==> src/rtl/trap_filter_cfg.sv <==
// Runtime-configurable trapezoidal (pole-zero corrected) shaping filter.
// Samples enter a k/l tapped delay line, pass through a 4-stage arithmetic
// pipeline (d, p and M*d, s, saturate) and leave as a clipped unsigned value.
module trap_filter_cfg #(
    parameter int unsigned DATA_W    = 14,
    parameter int unsigned OUT_W     = 16,
    parameter int unsigned MAX_DEPTH = 64,
    parameter int unsigned M_W       = 10,
    parameter int unsigned ACC_W     = 40
) (
    input  logic                         clk,
    input  logic                         reset,
    input  logic                         in_valid,
    input  logic signed [DATA_W-1:0]     in_data,
    input  logic                         cfg_we,
    input  logic [$clog2(MAX_DEPTH):0]   cfg_k,
    input  logic [$clog2(MAX_DEPTH):0]   cfg_l,
    input  logic [M_W-1:0]               cfg_m,
    output logic                         out_valid,
    output logic [OUT_W-1:0]             out_data,
    output logic                         sat_hi,
    output logic                         sat_lo,
    output logic                         cfg_err,
    output logic                         warm
);
    localparam int unsigned IDX_W = $clog2(MAX_DEPTH);
    localparam int unsigned CW    = IDX_W + 1;
    localparam int unsigned SW    = CW + 1;
    localparam logic signed [ACC_W-1:0] OUT_MAX = {{(ACC_W-OUT_W){1'b0}}, {OUT_W{1'b1}}};

    // Accumulator must hold the worst-case growth of the double integration
    if (ACC_W < DATA_W + M_W + 2*IDX_W + 3) begin : g_acc_w_check
        $error("trap_filter_cfg: ACC_W too narrow for DATA_W/M_W/MAX_DEPTH");
    end

    typedef enum logic [1:0] {IDLE, FILL, RUN} state_t;

    state_t                    state, state_nxt;
    logic [CW-1:0]             fill_cnt, fill_nxt;
    logic [CW-1:0]             k_r, l_r, span;
    logic [M_W-1:0]            m_r;
    logic [SW-1:0]             k_sum;
    logic                      cfg_ok, accept;
    logic [IDX_W-1:0]          idx_k, idx_l, idx_kl;
    logic signed [DATA_W-1:0]  hist [MAX_DEPTH];
    logic signed [DATA_W-1:0]  tx, txk, txl, txkl;
    logic signed [ACC_W-1:0]   m_ext, d_r, p_r, md_r, s_r;
    logic                      v0, v1, v2, v3;
    logic                      t0, t1, t2, t3;

    // Write validation and sample acceptance (a config write always drops the sample)
    assign k_sum  = {1'b0, cfg_k} + {1'b0, cfg_l};
    assign cfg_ok = cfg_we && (cfg_k != '0) && (cfg_k <= cfg_l) && (k_sum <= SW'(MAX_DEPTH));
    assign accept = in_valid && !cfg_we;

    // Tap addresses into the history: hist[i] is the sample accepted i+1 samples ago
    assign span   = k_r + l_r;
    assign idx_k  = IDX_W'(k_r - CW'(1));
    assign idx_l  = IDX_W'(l_r - CW'(1));
    assign idx_kl = IDX_W'(span - CW'(1));
    assign m_ext  = ACC_W'(m_r);

    // Configuration registers and sticky write-error flag
    always_ff @(posedge clk) begin
        if (!reset) begin
            k_r     <= CW'(4);
            l_r     <= CW'(8);
            m_r     <= '0;
            cfg_err <= 1'b0;
        end else if (cfg_we) begin
            if (cfg_ok) begin
                k_r     <= cfg_k;
                l_r     <= cfg_l;
                m_r     <= cfg_m;
                cfg_err <= 1'b0;
            end else begin
                cfg_err <= 1'b1;
            end
        end
    end

    // FSM state register, fill counter and registered warm flag
    always_ff @(posedge clk) begin
        if (!reset) begin
            state    <= IDLE;
            fill_cnt <= '0;
            warm     <= 1'b0;
        end else begin
            state    <= state_nxt;
            fill_cnt <= fill_nxt;
            warm     <= (state_nxt == FILL);
        end
    end

    // Next-state: first sample opens FILL, k+l further samples reach RUN
    always_comb begin
        state_nxt = state;
        fill_nxt  = fill_cnt;
        unique case (state)
            IDLE: begin
                if (accept) begin
                    state_nxt = FILL;
                    fill_nxt  = '0;
                end
            end
            FILL: begin
                if (accept) begin
                    fill_nxt = fill_cnt + CW'(1);
                    if (fill_cnt == span - CW'(1)) begin
                        state_nxt = RUN;
                        fill_nxt  = '0;
                    end
                end
            end
            default: begin
            end
        endcase
        if (cfg_ok) begin
            state_nxt = IDLE;
            fill_nxt  = '0;
        end
    end

    // Delay line shifts only on accepted samples
    always_ff @(posedge clk) begin
        if (!reset || cfg_ok) begin
            for (int i = 0; i < int'(MAX_DEPTH); i++) hist[i] <= '0;
        end else if (accept) begin
            hist[0] <= in_data;
            for (int i = 1; i < int'(MAX_DEPTH); i++) hist[i] <= hist[i-1];
        end
    end

    // Tap capture, d, p / M*d and s stages; v marks real samples, t marks samples owed an output
    always_ff @(posedge clk) begin
        if (!reset || cfg_ok) begin
            {v0, v1, v2, v3} <= '0;
            {t0, t1, t2, t3} <= '0;
            tx   <= '0;
            txk  <= '0;
            txl  <= '0;
            txkl <= '0;
            d_r  <= '0;
            p_r  <= '0;
            md_r <= '0;
            s_r  <= '0;
        end else begin
            v0 <= accept;
            t0 <= accept && (state == RUN);
            if (accept) begin
                tx   <= in_data;
                txk  <= hist[idx_k];
                txl  <= hist[idx_l];
                txkl <= hist[idx_kl];
            end
            v1 <= v0;
            t1 <= t0;
            if (v0) d_r <= ACC_W'(tx) - ACC_W'(txk) - ACC_W'(txl) + ACC_W'(txkl);
            v2 <= v1;
            t2 <= t1;
            if (v1) begin
                p_r  <= p_r + d_r;
                md_r <= d_r * m_ext;
            end
            v3 <= v2;
            t3 <= t2;
            if (v2) s_r <= s_r + p_r + md_r;
        end
    end

    // Saturating output stage; flags only accompany out_valid
    always_ff @(posedge clk) begin
        if (!reset || cfg_ok) begin
            out_valid <= 1'b0;
            out_data  <= '0;
            sat_hi    <= 1'b0;
            sat_lo    <= 1'b0;
        end else begin
            out_valid <= v3 && t3;
            sat_hi    <= 1'b0;
            sat_lo    <= 1'b0;
            if (v3 && t3) begin
                if (s_r[ACC_W-1]) begin
                    out_data <= '0;
                    sat_lo   <= 1'b1;
                end else if (s_r > OUT_MAX) begin
                    out_data <= '1;
                    sat_hi   <= 1'b1;
                end else begin
                    out_data <= s_r[OUT_W-1:0];
                end
            end
        end
    end

endmodule
==> config.mk <==
export PLATFORM = sky130hd
export DESIGN_NAME = trap_filter_cfg
export DESIGN_NICKNAME = d
export VERILOG_FILES = /design/src/rtl/trap_filter_cfg.sv
export SDC_FILE = /design/constraint.sdc
export NUM_CORES = 2
export LEC_CHECK = 0
export BUFFER_PORTS_ARGS = -buffer_cell sky130_fd_sc_hd__buf_2
export CELL_PAD_IN_SITES_DETAIL_PLACEMENT = 0
export CELL_PAD_IN_SITES_GLOBAL_PLACEMENT = 2
export CORE_ASPECT_RATIO = 1.1
export CORE_MARGIN = 3
export CORE_UTILIZATION = 40
export CTS_CLUSTER_DIAMETER = 100
export DETAILED_ROUTE_END_ITERATION = 10
export PLACE_DENSITY_LB_ADDON = 0.08
export SLEW_MARGIN = 20
export SYNTH_ARGS = -nofsm -noshare
export SYNTH_HDL_FRONTEND = slang
export SYNTH_SLANG_ARGS = --single-unit
==> constraint.sdc <==
create_clock -name clk -period 57.1 [get_ports clk]
set_clock_uncertainty 0.2 [all_clocks]
set_input_delay 5.71 -clock clk [delete_from_list [all_inputs] [get_ports clk]]
set_output_delay 5.71 -clock clk [all_outputs]
set_load 0.02 [all_outputs]
# After elaboration in Yosys (flattened, before gate mapping)
# Memories as Yosys holds them, arrays and structs flattened. A register that Yosys moved wholly into a read port is not among the register bits.
# Cells that the tools add are included.
dict set report word_totals {
  reg_bits 236
  ram_bits 896
  wordCells 213
  memories 1
}
# name words width read_ports rd_ports_with_merged_regs wr line
set memory_table {}
lappend memory_table {hist 64 14 66 3 64 45} ;# logic signed [DATA_W-1:0] hist [MAX_DEPTH];
dict set report classes {
  addsub 12
  mul 1
  n_lt_le_gt_ge 3
  n_eq_ne 6
  muxes 83
  n_bitwise 66
  reduce_logical 17
}
# op count
set ops {}
lappend ops {{14-bit two-way mux} 64}
lappend ops {{40-bit adder} 3}
lappend ops {{1-bit OR} 64}
lappend ops {{40-bit by 17-bit > comparator with 1-bit output, second input constant} 1}
lappend ops {{40-bit by 11-bit multiplier with 40-bit output} 1}
lappend ops {{16-bit two-way mux} 2}
lappend ops {{7-bit two-way mux} 3}
lappend ops {{16-bit by 14-bit adder with 17-bit output} 1}
lappend ops {{15-bit by 14-bit subtractor with 16-bit output} 1}
lappend ops {{14-bit by 14-bit subtractor with 15-bit output} 1}
lappend ops {{7-bit one-hot mux with 2 select lines} 1}
lappend ops {{6-bit by 1-bit subtractor with 6-bit output, second input constant} 2}
lappend ops {{7-bit by 7-bit adder with 8-bit output} 1}
lappend ops {{8-bit by 7-bit <= comparator with 1-bit output, second input constant} 1}
lappend ops {{1-bit two-way mux} 8}
lappend ops {{2-bit two-way mux} 4}
lappend ops {{7-bit by 1-bit adder with 7-bit output, second input constant} 1}
lappend ops {{7-bit adder} 1}
lappend ops {{7-bit equality test} 1}
lappend ops {{7-bit <= comparator} 1}
lappend ops {{7-bit nonzero test} 1}
lappend ops {{7-bit by 1-bit subtractor with 7-bit output, second input constant} 1}
lappend ops {{1-bit logical AND} 6}
lappend ops {{2-bit by 1-bit equality test with 1-bit output, second input constant} 2}
lappend ops {{other kinds (12)} 16}

# Depth between registers and ports, before layout
dict set report logic_depth {
  ltp_word 8
  mapped_depth 23
}

# Worst setup path after synthesis
# Ideal clock, no wire load.
dict set report synth_path {
  path_type {input port to flip-flop}
  from {input port cfg_k[0]}
  to {memory hist[0][0], enable pin}
  setup_time_ps 6211
  arrival_time_ps 22142
  required_ps 50689
  slack_ps 28547
  stages 14
  n_path_buf 3
  path_cell_list {ha_1 > inv_1 > fa_1 > o21bai_1 > a21oi_1 > o21ai_0 > a21oi_1 > a21oi_1 > a211oi_2 > a21oi_1 > buf_2 > buf_2 > buf_2 > nand2_1}
}
# item line
set synth_rtl {}
lappend synth_rtl {{start: declaration} 16} ;# input logic [$clog2(MAX_DEPTH):0] cfg_k,
lappend synth_rtl {{end: declaration} 45}

==> impl_metrics.py <==
metrics = {
    "synthesis": {
        "syn_inst": 5882,
        "synth_seq_cells": 1151,
        "synth_edf_count": 896,
        "syn_avg_cell_area_sq_um": 13.15,
        "synthDominantCellAreaShare": 0.3479,
        "postSynth.asyncResetShare": 0,
        "netlist_area_sq_um": 77330,
        "ys.flop_type": "edfxtp_1",
        "syn-num-nets": 6345,
        "yosysTopAreaCell": "edfxtp_1",
        "synthTopCellsByArea": "edfxtp_1 (35%), mux4_2 (24%), dfxtp_1 (6.6%)",
        "yosysWarningCount": 0,
        "yosysUniqueCellTypes": 78,
        "ys_seq_area_frac": 0.4140,
    },
    "critical_path": {
        "critPathKind": "in2reg",
        "r2r_end": "md_r[36]",
        "r2r_cells": 18,
        "worstPathMaxFanout": 164,
        "regToRegStartpoint": "m_r[4]",
        "crit_path_start_kind": "input pin",
        "cp.required_ns": 57.32,
        "worstPathArrival_ns": 12.45,
        "crit_path_end_kind": "flip-flop",
        "crit_start": "cfg_k[0]",
        "r2r_slack_ns": 50.42,
    },
    "route": {
        "routed_via_density": 5.919,
        "drc_errors": 0,
        "dr.pass1.iters": 5,
        "wirelength_um": 215600,
        "wl_per_cell_um": 25.75,
        "dr_total_vias": 49580,
        "ant_nets": 0,
        "drt-initial-drc-count": 3991,
    },
    "floorplan": {
        "die_w_um": 425.2,
        "num_rows": 168,
        "initial_core_util": 0.4043,
        "ios": 63,
        "die_area_sq_um": 198600,
        "die_y_um": 467.1,
        "fp.coreArea_sq_um": 191300,
    },
    "timing": {
        "max_freq_mhz": 81.78,
        "layout_min_cycle_time_ns": 12.23,
        "hold_ws_ns": 0.2265,
        "tightest_slew_ns": 1.071,
        "relSlewSlack": 0.2857,
        "finalHoldViolations": 0,
        "rsz0062_at_grt": "false",
        "fin_ws_ns": 44.87,
        "fin_crit_sh": 0.2141,
        "setup_viol": 0,
        "final_max_slew_viol_count": 0,
        "setup-tns-final_ns": 0,
    },
    "clock_tree": {
        "cts-root-buf": "clkbuf_16",
        "clkTransAtPathRegs_ns": 0.06,
        "clockBufferDepth": 3,
        "clk_latency_ns": 0.80,
        "post-cts-setup-buffers": 0,
        "ctsResizeCount": 0,
        "cts_sinks": 1151,
        "htree_levels": 4,
        "cts_hold_buffers": 0,
        "cts_made_buffers": 139,
        "tritoncts": "done",
    },
    "final_layout": {
        "layout_common_cells": "edfxtp_1 (896), mux4_2 (823), and2_1 (533), and3_1 (495), inv_1 (297)",
        "area_growth_pct": 9.267,
        "layout.nets": 6168,
        "layout_commonest_cell": "edfxtp_1",
        "layout-drive-gt1-share": 0.2131,
        "finalInstanceArea_sq_um": 84490,
    },
    "status": {
        "status": "completed",
    },
    "power_and_ir_drop": {
        "pwr-share-comb": 0.215,
        "leakagePower_nw": 32.94,
        "power-per-cell-area_nw_per_um2": 29.91,
        "power_frac_seq": 0.419,
        "p_int_mw": 1.782,
        "peakVddDrop_uv": 18.86,
        "sw_frac_of_total": 0.2949,
        "switchingPower_mw": 0.7451,
        "p_clk_frac": 0.366,
    },
    "place": {
        "io_buffer_count": 62,
        "gp_congestion": 0.7972,
        "dp_slack_ns": 44.03,
        "dp_hpwl_um": 135800,
        "placed_area_sq_um": 79780,
    },
    "grt": {
        "grt_pass1_wl_um": 333400,
        "grt_pass1_vias": 51730,
        "grt_overflow": 0,
        "antenna_found_initial": 12,
        "grt_max_degree": 165,
        "globalRouteTotalUtil": 0.2185,
    },
    "hold_path": {
        "min_from": "t0",
        "whs_endpoint": "t1",
        "whs_path_depth": 1,
        "hold_class": "reg2reg",
    },
    "job": {
        "max-cap-violations": 0,
    },
}
-- power groups by stage --
stage	Combinational [mW]	Sequential (mW)	Clock, mW
detailed placement	0.550	1.07	0
CTS	0.552	1.06	0.954
floorplan	0.401	1.09	0
global placement	0.550	1.07	0
finish	0.544	1.06	0.924
global route	0.588	1.07	0.987
-- routing by layer --
metal	vias to the layer above	track usage	wire, um
met5	-	0	17
met4	2	0.05190	4593
met3	271	0.03654	11460
met2	1192	0.3591	105800
met1	26000	0.3036	93740
li1	22110	-	-
-- Yosys cell counts, types with 7 or more instances --
| cell type | number |
|---|---|
| a211oi_1 | 107 |
| a21o_1 | 76 |
| a21oi_1 | 244 |
| a311o_1 | 7 |
| a31oi_1 | 12 |
| and2_1 | 533 |
| and3_1 | 495 |
| buf_1 | 10 |
| buf_2 | 136 |
| buf_4 | 18 |
| clkbuf_1 | 308 |
| dfxtp_1 | 255 |
| edfxtp_1 | 896 |
| fa_1 | 222 |
| ha_1 | 199 |
| inv_1 | 297 |
| mux2_2 | 7 |
| mux2i_1 | 120 |
| mux4_1 | 7 |
| mux4_2 | 823 |
| nand2_1 | 266 |
| nand2b_1 | 14 |
| nand3_1 | 43 |
| nand3b_1 | 13 |
| nand4_1 | 19 |
| nor2_1 | 254 |
| nor2b_1 | 63 |
| nor3_1 | 53 |
| nor4_1 | 15 |
| o211ai_1 | 16 |
| o21a_1 | 16 |
| o21ai_0 | 73 |
| o21bai_1 | 23 |
| o31ai_1 | 7 |
| or3_1 | 16 |
| xnor2_1 | 72 |
| xor2_1 | 45 |
-- per-stage QoR --
stage | std cells | power (mW) | util
after global routing | 8371 | 2.645 | 0.4417
after global placement | 8114 | 1.623 | 0.4171
after CTS | 8369 | 2.565 | 0.4416
final | 8375 | 2.527 | 0.4417
after detailed placement | 8114 | 1.625 | 0.4171
after floorplan | 5882 | 1.487 | -
-- how the worst max path moves through the flow --
stage,endpoint,slack (ns),depth (start not counted)
global route,hist[19][2],44.30,17
floorplan,hist[0][0],28.55,14
detailed placement,hist[17][2],44.03,17
finish,hist[19][2],44.87,17
global placement,hist[29][2],44.09,17
CTS,hist[19][2],44.86,17
-- area by class of cell --
cell class | count | area, sq um
antenna | 6 | 15.01
clock buffer | 177 | 3797
clock inverter | 78 | 894.6
fill | 17540 | 106800
inverter | 300 | 1126
multi-input combinational | 3956 | 42340
sequential | 1151 | 32020
tap | 2550 | 3191
timing repair buffer | 157 | 1102
-- cells by family after synthesis --
family | share of synthesized area
AO/OA/AOI/OAI | 0.05398
adder cells (fa/ha/maj) | 0.08967
buffers and inverters | 0.04099
AND/OR/NAND/NOR | 0.1291
multiplexers | 0.2586
flip-flops | 0.4140
XOR/XNOR | 0.01367
-- state kept, by name (all words and copies together) (netlist names), 2 cells and up --
register,flops
hist,896
md_r,40
p_r,40
s_r,40
d_r,17
out_data,16
tx,14
txk,14
txkl,14
txl,14
m_r,10
fill_cnt,7
k_r,7
l_r,7
state,2
-- worst max-delay path, stage by stage --
cell and delay [ns]:
buf_2 0.12, ha_1 0.17, inv_1 0.05, fa_1 0.41, o21bai_1 0.16, a21oi_1 0.12, o21ai_0 0.22, nor3b_1 0.22
a21oi_1 0.07, a211oi_2 0.52, a21oi_4 0.13, nand2_4 0.46, buf_12 0.66, buf_4 0.84, buf_4 0.80, buf_4 0.75
buf_4 0.70
Power figures use the tool's default switching activity.
